File: src/rtl/bcd_seg_pkg.sv
// Shared definitions for the seven-segment BCD display driver.
// Holds the active-low segment patterns (bit order g..a), the converter
// state encoding and a power-of-ten helper used for the overflow threshold.
package bcd_seg_pkg;

    typedef enum logic [1:0] {
        IDLE  = 2'd0,
        SHIFT = 2'd1,
        DONE  = 2'd2
    } state_t;

    localparam logic [6:0] SEG_DASH = 7'b0111111;
    localparam logic [6:0] SEG_OFF  = 7'b1111111;

    localparam logic [6:0] SEG_DIGIT [0:9] = '{
        7'b1000000, 7'b1111001, 7'b0100100, 7'b0110000, 7'b0011001,
        7'b0010010, 7'b0000010, 7'b1111000, 7'b0000000, 7'b0010000
    };

    function automatic int unsigned pow10(input int unsigned n);
        int unsigned r;
        r = 1;
        for (int unsigned i = 0; i < n; i++) begin
            r = r * 10;
        end
        return r;
    endfunction

endpackage

File: src/rtl/bcd_seg_display_bcd_to_seg7.sv
// Maps one BCD nibble to an active-low seven-segment pattern.
// Ports:
//   bcd_i  4-bit BCD digit
//   seg_o  segments g..a, active low; non-decimal codes show a dash
module bcd_to_seg7
    import bcd_seg_pkg::*;
(
    input  logic [3:0] bcd_i,
    output logic [6:0] seg_o
);

    always_comb begin
        seg_o = SEG_DASH;
        if (bcd_i <= 4'd9) begin
            seg_o = SEG_DIGIT[bcd_i];
        end
    end

endmodule

File: src/rtl/bcd_seg_display.sv
// Binary-to-decimal seven-segment driver using an iterative double-dabble
// engine (one shift per clock). Result is held in display registers and
// mapped to active-low segments with leading-zero blanking, overflow dashes
// and a free-running blink.
// Ports:
//   clk, rst       clock, asynchronous active-high reset
//   load, value    conversion request and WIDTH-bit unsigned operand
//   blank_lz       blank leading zero digits (digit 0 always lit)
//   blink_en       blank the whole display during blink phase 1
//   busy           conversion in progress (SHIFT or DONE)
//   done           one-cycle pulse after the display registers update
//   overflow       displayed value does not fit in DIGITS digits
//   seg            7 bits per digit, digit 0 in seg[6:0]
//   dbg_state      current converter state
// Handshake: load is a single-cycle request sampled on every rising edge;
// a load seen while busy is parked in a one-deep slot (latest wins) and is
// converted right after the current conversion finishes.
module bcd_seg_display
    import bcd_seg_pkg::*;
#(
    parameter int WIDTH     = 8,
    parameter int DIGITS    = 3,
    parameter int BLINK_DIV = 25_000_000
) (
    input  logic                  clk,
    input  logic                  rst,
    input  logic                  load,
    input  logic [WIDTH-1:0]      value,
    input  logic                  blank_lz,
    input  logic                  blink_en,
    output logic                  busy,
    output logic                  done,
    output logic                  overflow,
    output logic [7*DIGITS-1:0]   seg,
    output logic [1:0]            dbg_state
);

    // Enough BCD digits for the full input range so nothing is truncated
    // during conversion; only the low DIGITS nibbles are displayed.
    localparam int IDIG = (DIGITS > (WIDTH + 2) / 3) ? DIGITS : (WIDTH + 2) / 3;
    localparam int BW   = 4 * IDIG;
    localparam int CNTW = $clog2(WIDTH + 1);
    localparam int BDW  = (BLINK_DIV > 1) ? $clog2(BLINK_DIV) : 1;
    localparam int unsigned MAXV = pow10(DIGITS) - 1;

    state_t              state_q, state_d;
    logic [BW-1:0]       bcd_q, bcd_d;
    logic [WIDTH-1:0]    bin_q, bin_d;
    logic [CNTW-1:0]     cnt_q, cnt_d;
    logic                pend_q, pend_d;
    logic [WIDTH-1:0]    pend_val_q, pend_val_d;
    logic                ovf_next_q, ovf_next_d;
    logic [4*DIGITS-1:0] disp_q, disp_d;
    logic                ovf_q, ovf_d;
    logic                done_q, done_d;
    logic [BDW-1:0]      blink_cnt_q;
    logic                blink_ph_q;

    logic [BW-1:0]       adj;
    logic [WIDTH-1:0]    cap;

    always_comb begin
        state_d    = state_q;
        bcd_d      = bcd_q;
        bin_d      = bin_q;
        cnt_d      = cnt_q;
        pend_d     = pend_q;
        pend_val_d = pend_val_q;
        ovf_next_d = ovf_next_q;
        disp_d     = disp_q;
        ovf_d      = ovf_q;
        done_d     = 1'b0;

        // Add-3 correction on every nibble that would exceed 9 after doubling.
        adj = bcd_q;
        for (int i = 0; i < IDIG; i++) begin
            if (bcd_q[4*i +: 4] >= 4'd5) begin
                adj[4*i +: 4] = bcd_q[4*i +: 4] + 4'd3;
            end
        end

        cap = pend_q ? pend_val_q : value;

        if (load && (state_q != IDLE)) begin
            pend_d     = 1'b1;
            pend_val_d = value;
        end

        case (state_q)
            IDLE: begin
                if (load || pend_q) begin
                    bin_d      = cap;
                    bcd_d      = '0;
                    ovf_next_d = (32'(cap) > MAXV);
                    cnt_d      = CNTW'(WIDTH);
                    state_d    = SHIFT;
                    // A fresh load arriving while the parked value is
                    // consumed takes the slot instead of being dropped.
                    pend_d     = pend_q && load;
                    if (pend_q && load) begin
                        pend_val_d = value;
                    end
                end
            end
            SHIFT: begin
                {bcd_d, bin_d} = {adj, bin_q} << 1;
                cnt_d = cnt_q - CNTW'(1);
                if (cnt_q == CNTW'(1)) begin
                    state_d = DONE;
                end
            end
            DONE: begin
                disp_d  = bcd_q[4*DIGITS-1:0];
                ovf_d   = ovf_next_q;
                done_d  = 1'b1;
                state_d = IDLE;
            end
            default: state_d = IDLE;
        endcase
    end

    always_ff @(posedge clk or posedge rst) begin
        if (rst) begin
            state_q    <= IDLE;
            bcd_q      <= '0;
            bin_q      <= '0;
            cnt_q      <= '0;
            pend_q     <= 1'b0;
            pend_val_q <= '0;
            ovf_next_q <= 1'b0;
            disp_q     <= '0;
            ovf_q      <= 1'b0;
            done_q     <= 1'b0;
        end else begin
            state_q    <= state_d;
            bcd_q      <= bcd_d;
            bin_q      <= bin_d;
            cnt_q      <= cnt_d;
            pend_q     <= pend_d;
            pend_val_q <= pend_val_d;
            ovf_next_q <= ovf_next_d;
            disp_q     <= disp_d;
            ovf_q      <= ovf_d;
            done_q     <= done_d;
        end
    end

    // Blink phase runs continuously so enabling blink never resyncs it.
    always_ff @(posedge clk or posedge rst) begin
        if (rst) begin
            blink_cnt_q <= '0;
            blink_ph_q  <= 1'b0;
        end else if (blink_cnt_q == BDW'(BLINK_DIV - 1)) begin
            blink_cnt_q <= '0;
            blink_ph_q  <= ~blink_ph_q;
        end else begin
            blink_cnt_q <= blink_cnt_q + BDW'(1);
        end
    end

    logic [6:0]        raw [DIGITS];
    logic [DIGITS-1:0] lz;
    logic              zero_above;

    for (genvar g = 0; g < DIGITS; g++) begin : g_dig
        bcd_to_seg7 u_seg (
            .bcd_i (disp_q[4*g +: 4]),
            .seg_o (raw[g])
        );
    end

    // lz[i] marks digit i as a leading zero: it and every digit above are 0.
    always_comb begin
        lz         = '0;
        zero_above = 1'b1;
        for (int i = DIGITS - 1; i >= 1; i--) begin
            zero_above = zero_above && (disp_q[4*i +: 4] == 4'd0);
            lz[i]      = zero_above;
        end
    end

    always_comb begin
        seg = '0;
        for (int i = 0; i < DIGITS; i++) begin
            if (blink_en && blink_ph_q) begin
                seg[7*i +: 7] = SEG_OFF;
            end else if (ovf_q) begin
                seg[7*i +: 7] = SEG_DASH;
            end else if (blank_lz && lz[i]) begin
                seg[7*i +: 7] = SEG_OFF;
            end else begin
                seg[7*i +: 7] = raw[i];
            end
        end
    end

    assign busy      = (state_q != IDLE);
    assign done      = done_q;
    assign overflow  = ovf_q;
    assign dbg_state = state_q;

endmodule

File: config.mk
export PLATFORM = sky130hd
export DESIGN_NAME = bcd_seg_display
export DESIGN_NICKNAME = d
export VERILOG_FILES = /design/src/rtl/bcd_seg_pkg.sv /design/src/rtl/bcd_seg_display_bcd_to_seg7.sv /design/src/rtl/bcd_seg_display.sv
export SDC_FILE = /design/constraint.sdc
export NUM_CORES = 1
export LEC_CHECK = 0
export CAP_MARGIN = 15
export CORE_ASPECT_RATIO = 0.5
export CORE_MARGIN = 2
export CORE_UTILIZATION = 52
export CTS_CLUSTER_SIZE = 16
export DETAILED_ROUTE_END_ITERATION = 10
export PLACE_DENSITY = 0.76
export SLEW_MARGIN = 25
export SYNTH_ARGS = -nofsm -noshare
export SYNTH_HDL_FRONTEND = slang
export SYNTH_SLANG_ARGS = --single-unit
File: constraint.sdc
create_clock -name clk -period 2.1 [get_ports clk]
set_clock_uncertainty 0.05 [all_clocks]
set_input_delay 0.315 -clock clk [delete_from_list [all_inputs] [get_ports clk]]
set_output_delay 0.315 -clock clk [all_outputs]
set_load 0.01 [all_outputs]
Word-level counts from Yosys, hierarchy flattened
Memory sizes are Yosys's and may differ from the RTL's. Index checks and enable logic that the tools add are counted.

Add/sub/neg operators: 5. Order comparisons: 9. Equality and inequality tests: 6. Multiplexer cells: 36. Bitwise logic cells: 4. Reduce and logical (&&, ||, !) cells: 14.

Operators with widths (number): $mux 7 (14); $mux 8 (6); $add 25x1->25 const B (1); $eq 25x25->1 const B (1); $mux 25 (1); $pmux 12 s2 (1); $pmux 8 s2 (1); $ge 5x5->1 const B (3); $not 4->5 (3); $ge 4x3->1 const B (3); $le 4x4->1 const B (3); $mux 12 (1); $mux 4 (3); $add 4x2->4 const B (2); $logic_not 4->1 (2); $pmux 4 s2 (1); $logic_and 1x1->1 (6); $eq 4x1->1 const B (1); $mux 1 (4); $mux 2 (2); $ne 2x2->1 const B (2); $pmux 2 s2 (1); $reduce_and 2->1 (2); $reduce_bool 2->1 (2); 8 further kinds (8).

Register bits: 74. Memory bits (read-only): 336. Input bits: 13. Output and inout bits: 26. Word-level logic and storage cells: 87. Memories: 3.

Memory list: (name not given) (words 16, bits a word 7, read ports 1, clocked after memory_dff 0, wr ports 0, RTL line bcd_seg_display_bcd_to_seg7.sv:15) `seg_o = SEG_DIGIT[bcd_i];`; (name not given) (words 16, bits a word 7, read ports 1, clocked after memory_dff 0, wr ports 0, RTL line bcd_seg_display_bcd_to_seg7.sv:15); (name not given) (words 16, bits a word 7, read ports 1, clocked after memory_dff 0, wr ports 0, RTL line bcd_seg_display_bcd_to_seg7.sv:15).

Logic depth before layout (Yosys ltp)
Depth in word-level cells: 7. Gate-level depth with buffers: 7. Gate-level depth less buffers: 6.

Cells and area by module
A second synthesis with hierarchy kept.

Cell total of the unflattened synthesis: 428. Area total of the unflattened synthesis: 4301.6 um^2.

By module, submodules not included: bcd_seg_display (times used 1, cells an instance 353, area an instance 3644.7 um^2, seq. area each 1851.8 um^2); bcd_to_seg7 (times used 3, cells an instance 25, area an instance 219.0 um^2, seq. area each 0.0 um^2).

Worst setup path after synthesis
No wires, ideal clock.

Path type: register to output. Start point: reg disp_q[8]. End point: out seg[10]. Arrival: 1.585 ns. Data required time: 1.735 ns. Slack: 0.150 ns. Cell stages (with the launch flop): 7. Buffers on the path: 0. Cells stage by stage: dfrtp_1 inv_1 ha_1 nand4bb_1 nor3b_1 a221oi_1 o21ai_0.

Longest elaborated chain between the ends: 5.

RTL lines: start, declared (RTL line bcd_seg_display.sv:53) `logic [4*DIGITS-1:0] disp_q, disp_d;`; start signal, assigned (RTL line bcd_seg_display.sv:142) `disp_q <= disp_d;`; $logic_not 4->1 (RTL line bcd_seg_display.sv:177) `zero_above = zero_above && (disp_q[4*i +: 4] == 4'd0);`; $logic_and 1x1->1 (RTL line bcd_seg_display.sv:177); $logic_and 1x1->1 (RTL line bcd_seg_display.sv:189) `end else if (blank_lz && lz[i]) begin`; $mux 7 (RTL line bcd_seg_display.sv:189); $mux 7 (RTL line bcd_seg_display.sv:185) `if (blink_en && blink_ph_q) begin`; end, declared (RTL line bcd_seg_display.sv:34) `output logic [7*DIGITS-1:0] seg,`.

Every way passes these cells.

Worst setup path after layout
Start point: reg disp_q[4]. End point: out seg[11].

Longest elaborated chain between the ends: 7. Elaborated cells on any way between the ends: 11. Classes of those cells: order compare: 1; mux: 5; bitwise: 1; reduce/logical: 3; memory: 1.

RTL lines: $not 4->5 (implied by the code) (RTL line bcd_seg_display_bcd_to_seg7.sv:15); $mem_v2 16x7; $mux 7 (implied by the code) (2 in a row) (RTL line bcd_seg_display_bcd_to_seg7.sv:15); $mux 7 (RTL line bcd_seg_display_bcd_to_seg7.sv:14) `if (bcd_i <= 4'd9) begin`; $mux 7 * (RTL line bcd_seg_display.sv:189); $mux 7 * (RTL line bcd_seg_display.sv:185).

Every way passes the cells marked *; elsewhere a longest branch is shown, timed or not. The select of a mux whose other input is x is not followed.

==> flow_summary.ini <==
[placed_design]
io_buffers = 37
gp_congestion = 0.8177
dp_hpwl_um = 5737
place_area_sq_um = 4725
dp_slack_ns = -0.5054
dp.cells = 555

[final_layout]
final_cell_area_sq_um = 5215
nets = 518
final_cells = 582
areaGrowthSynthToFinish_pct = 29.12
final_util = 0.7017
antenna_cells = 0
drive_gt1_frac = 0.2654
fillCellCount = 565

[setup_path]
cp_slowest_stage_delay_ns = 0.41
crit_fanout = 4
path_cells = inv_2 > ha_4 > nor2_2 > o21a_1 > a221oi_4 > buf_6 > o211ai_1 > buf_2
cp_num_buf_inv = 3
worst-setup-path-type = flop to output port
cp_slowest_cell = dfrtp_1
arrival_ns = 1.87
crit_family = compound AO/OA/AOI/OAI gates
end_kind = output port
crit_required_ns = 1.74
cp-start-kind = flop

[pwr]
power.density_nw_per_um2 = 1377
peakVddDrop_v = 0.0004936
p_leak_nw = 2.360
power_mw = 7.181

[worst_hold_path]
hold_class = input pin to async pin

[grt]
antenna_found_initial = 0
first_global_vias = 3168
grt_usage = 0.2186
grt_pass1_wl_um = 14480
gr-total-overflow = 0
grt_max_degree = 22

[flow_run]
cap_viol_max_count = 0

[timing]
hold_viol_final = 0
hold_slack_ns = 0.3089
fmax_ghz = 0.4479
tns_ns = -0.6762
rsz0062_at_grt = true
finalCriticalPeriod_ns = 2.232
worstMarginPinSlew_ns = 0.7051
setup_viol_count_final = 8
timing.final.ws_setup_ns = -0.1325
maxSlewHeadroom = 0.5299
final-max-slew-violation-count = 0
period_share = 1.063

[logic_synthesis]
ys_types = 50
netlist.area_leader.share = 0.4585
synth_nets = 446
netlist_top_cells_area = dfrtp_1 46%, ha_1 7.4%, mux2_2 5.3%
yosys_warnings = 0
synth-edff-count = 0
synthArstFlopShare = 1.000
synth.avg_cell_area_sq_um = 9.875
seq_area_frac_synth = 0.4585
synth_top_area_cell = dfrtp_1
syn-cell-area_sq_um = 4039
synth-seq-cells = 74
synth_flop_cell = dfrtp_1
synth_cells = 409

[clock_network]
htree_levels = 3
numCtsBuffers = 9
clk_latency_ns = 0.34
cts.sinks = 74
root_buffer = clkbuf_16
cts_tree = yes
clockBufferDepth = 2
path_clk_slew_ns = 0.06

[floorplan]
num_rows = 22
die_x_um = 128.6
core_sq_um = 7432
ios = 39
die_area_sq_um = 8531
die_h_um = 66.32
start_util = 0.5434

[detailed_routing]
wire_per_inst_um = 14.69
drc = 0
wl_um = 8550
postRouteAntennaNets = 0
drtIter0Drc = 239
viasPerCell = 5.509
firstDrtPassIters = 6
vias = 3206

[run_status]
violations = negative setup slack
status = complete, but fails checks
-- placed cells by master (no fill, tap or decap), drive strengths merged, types with 16 or more instances in the layout --
cell / instances
a21oi: 19
buf: 58
clkdlybuf4s50: 16
dfrtp: 74
ha: 24
inv: 19
mux2: 19
nand2: 39
nor2: 34
o21ai: 36
-- repair_timing --
item,in CTS,in global routing
pin swaps,8,9
gates resized for setup,103,27
hold buffers,0,0
setup endpoints to repair,21,22
setup buffers,8,3
-- state kept, by name, summed over array words and instances (netlist names) --
name	flops
cnt_q	4
pend_q	1
blink_ph_q	1
bin_q	8
dbg_state	2
disp_q	12
blink_cnt_q	25
pend_val_q	8
done	1
bcd_q	12
-- cells by family after synthesis --
group	synth area share
compound gates	0.1323
xor+xnor	0.04337
fa+ha+maj	0.07683
buf+inv	0.03625
flops	0.4585
mux	0.07280
other cells	0.0009285
simple gates	0.1791
-- path summary, 6_finish.rpt --
path | startpoint | end | slack [ns] | cells after the start
min in group clk | bin_q[0]$_DFFE_PP0P_ | bin_q[0]$_DFFE_PP0P_ | 0.43 | 2
setup reg to reg | blink_cnt_q[1]$_DFF_PP0_ | blink_cnt_q[22]$_DFF_PP0_ | 0.20 | 5
setup / recovery | disp_q[4]$_DFFE_PP0P_ | seg[11] | -0.13 | 8
hold / removal | rst | blink_cnt_q[19]$_DFF_PP0_ | 0.31 | 2
hold reg to reg | bin_q[0]$_DFFE_PP0P_ | bin_q[0]$_DFFE_PP0P_ | 0.43 | 2
max in group asynchronous | rst | blink_cnt_q[7]$_DFF_PP0_ | 1.24 | 3
-- Yosys cell counts (2+ instances only) --
cell	count
a21oi_1	19
a32o_1	3
and2_1	4
nand4_1	10
or3_1	5
or2_2	3
o21ai_0	35
nand2_1	39
nor3_1	4
nand3_1	7
mux2_2	19
nor2_1	34
o31ai_1	5
inv_1	20
mux2i_1	8
o211ai_1	4
a22o_1	3
nand2b_1	8
nor3b_1	3
nor2b_1	3
xnor2_1	12
buf_1	2
o22ai_1	10
clkbuf_1	11
and4_1	4
dfrtp_1	74
xor2_1	8
ha_1	24
a221o_1	2
buf_2	3
and3_1	4
-- metal layers --
metal	vias to the layer above	routed length (um)	track usage
met2	48	4336	0.3890
met4	0	69	0.05435
met5	-	0	0
met1	1565	3831	0.2618
li1	1583	-	-
met3	10	312	0.06877
-- cell type report --
class / instances / area (sq um) / area share
clock buffers: 11 / 242.7 / 0.04655
repair buffers: 78 / 649.4 / 0.1245
multi-input cells: 298 / 2192 / 0.4203
inverters: 20 / 81.33 / 0.01560
well taps: 96 / 120.1 / 0.02303
clock inverters: 5 / 77.57 / 0.01488
flip-flops and latches: 74 / 1852 / 0.3551
-- power by group --
part | total (mW) | internal (mW) | switching, mW | leakage, nW
Clock | 1.64 | 1.07 | 0.575 | 0.156
Sequential | 2.05 | 1.78 | 0.272 | 0.954
Combinational | 3.49 | 1.73 | 1.76 | 1.25
No activity file was read; power rests on OpenSTA's default activity.
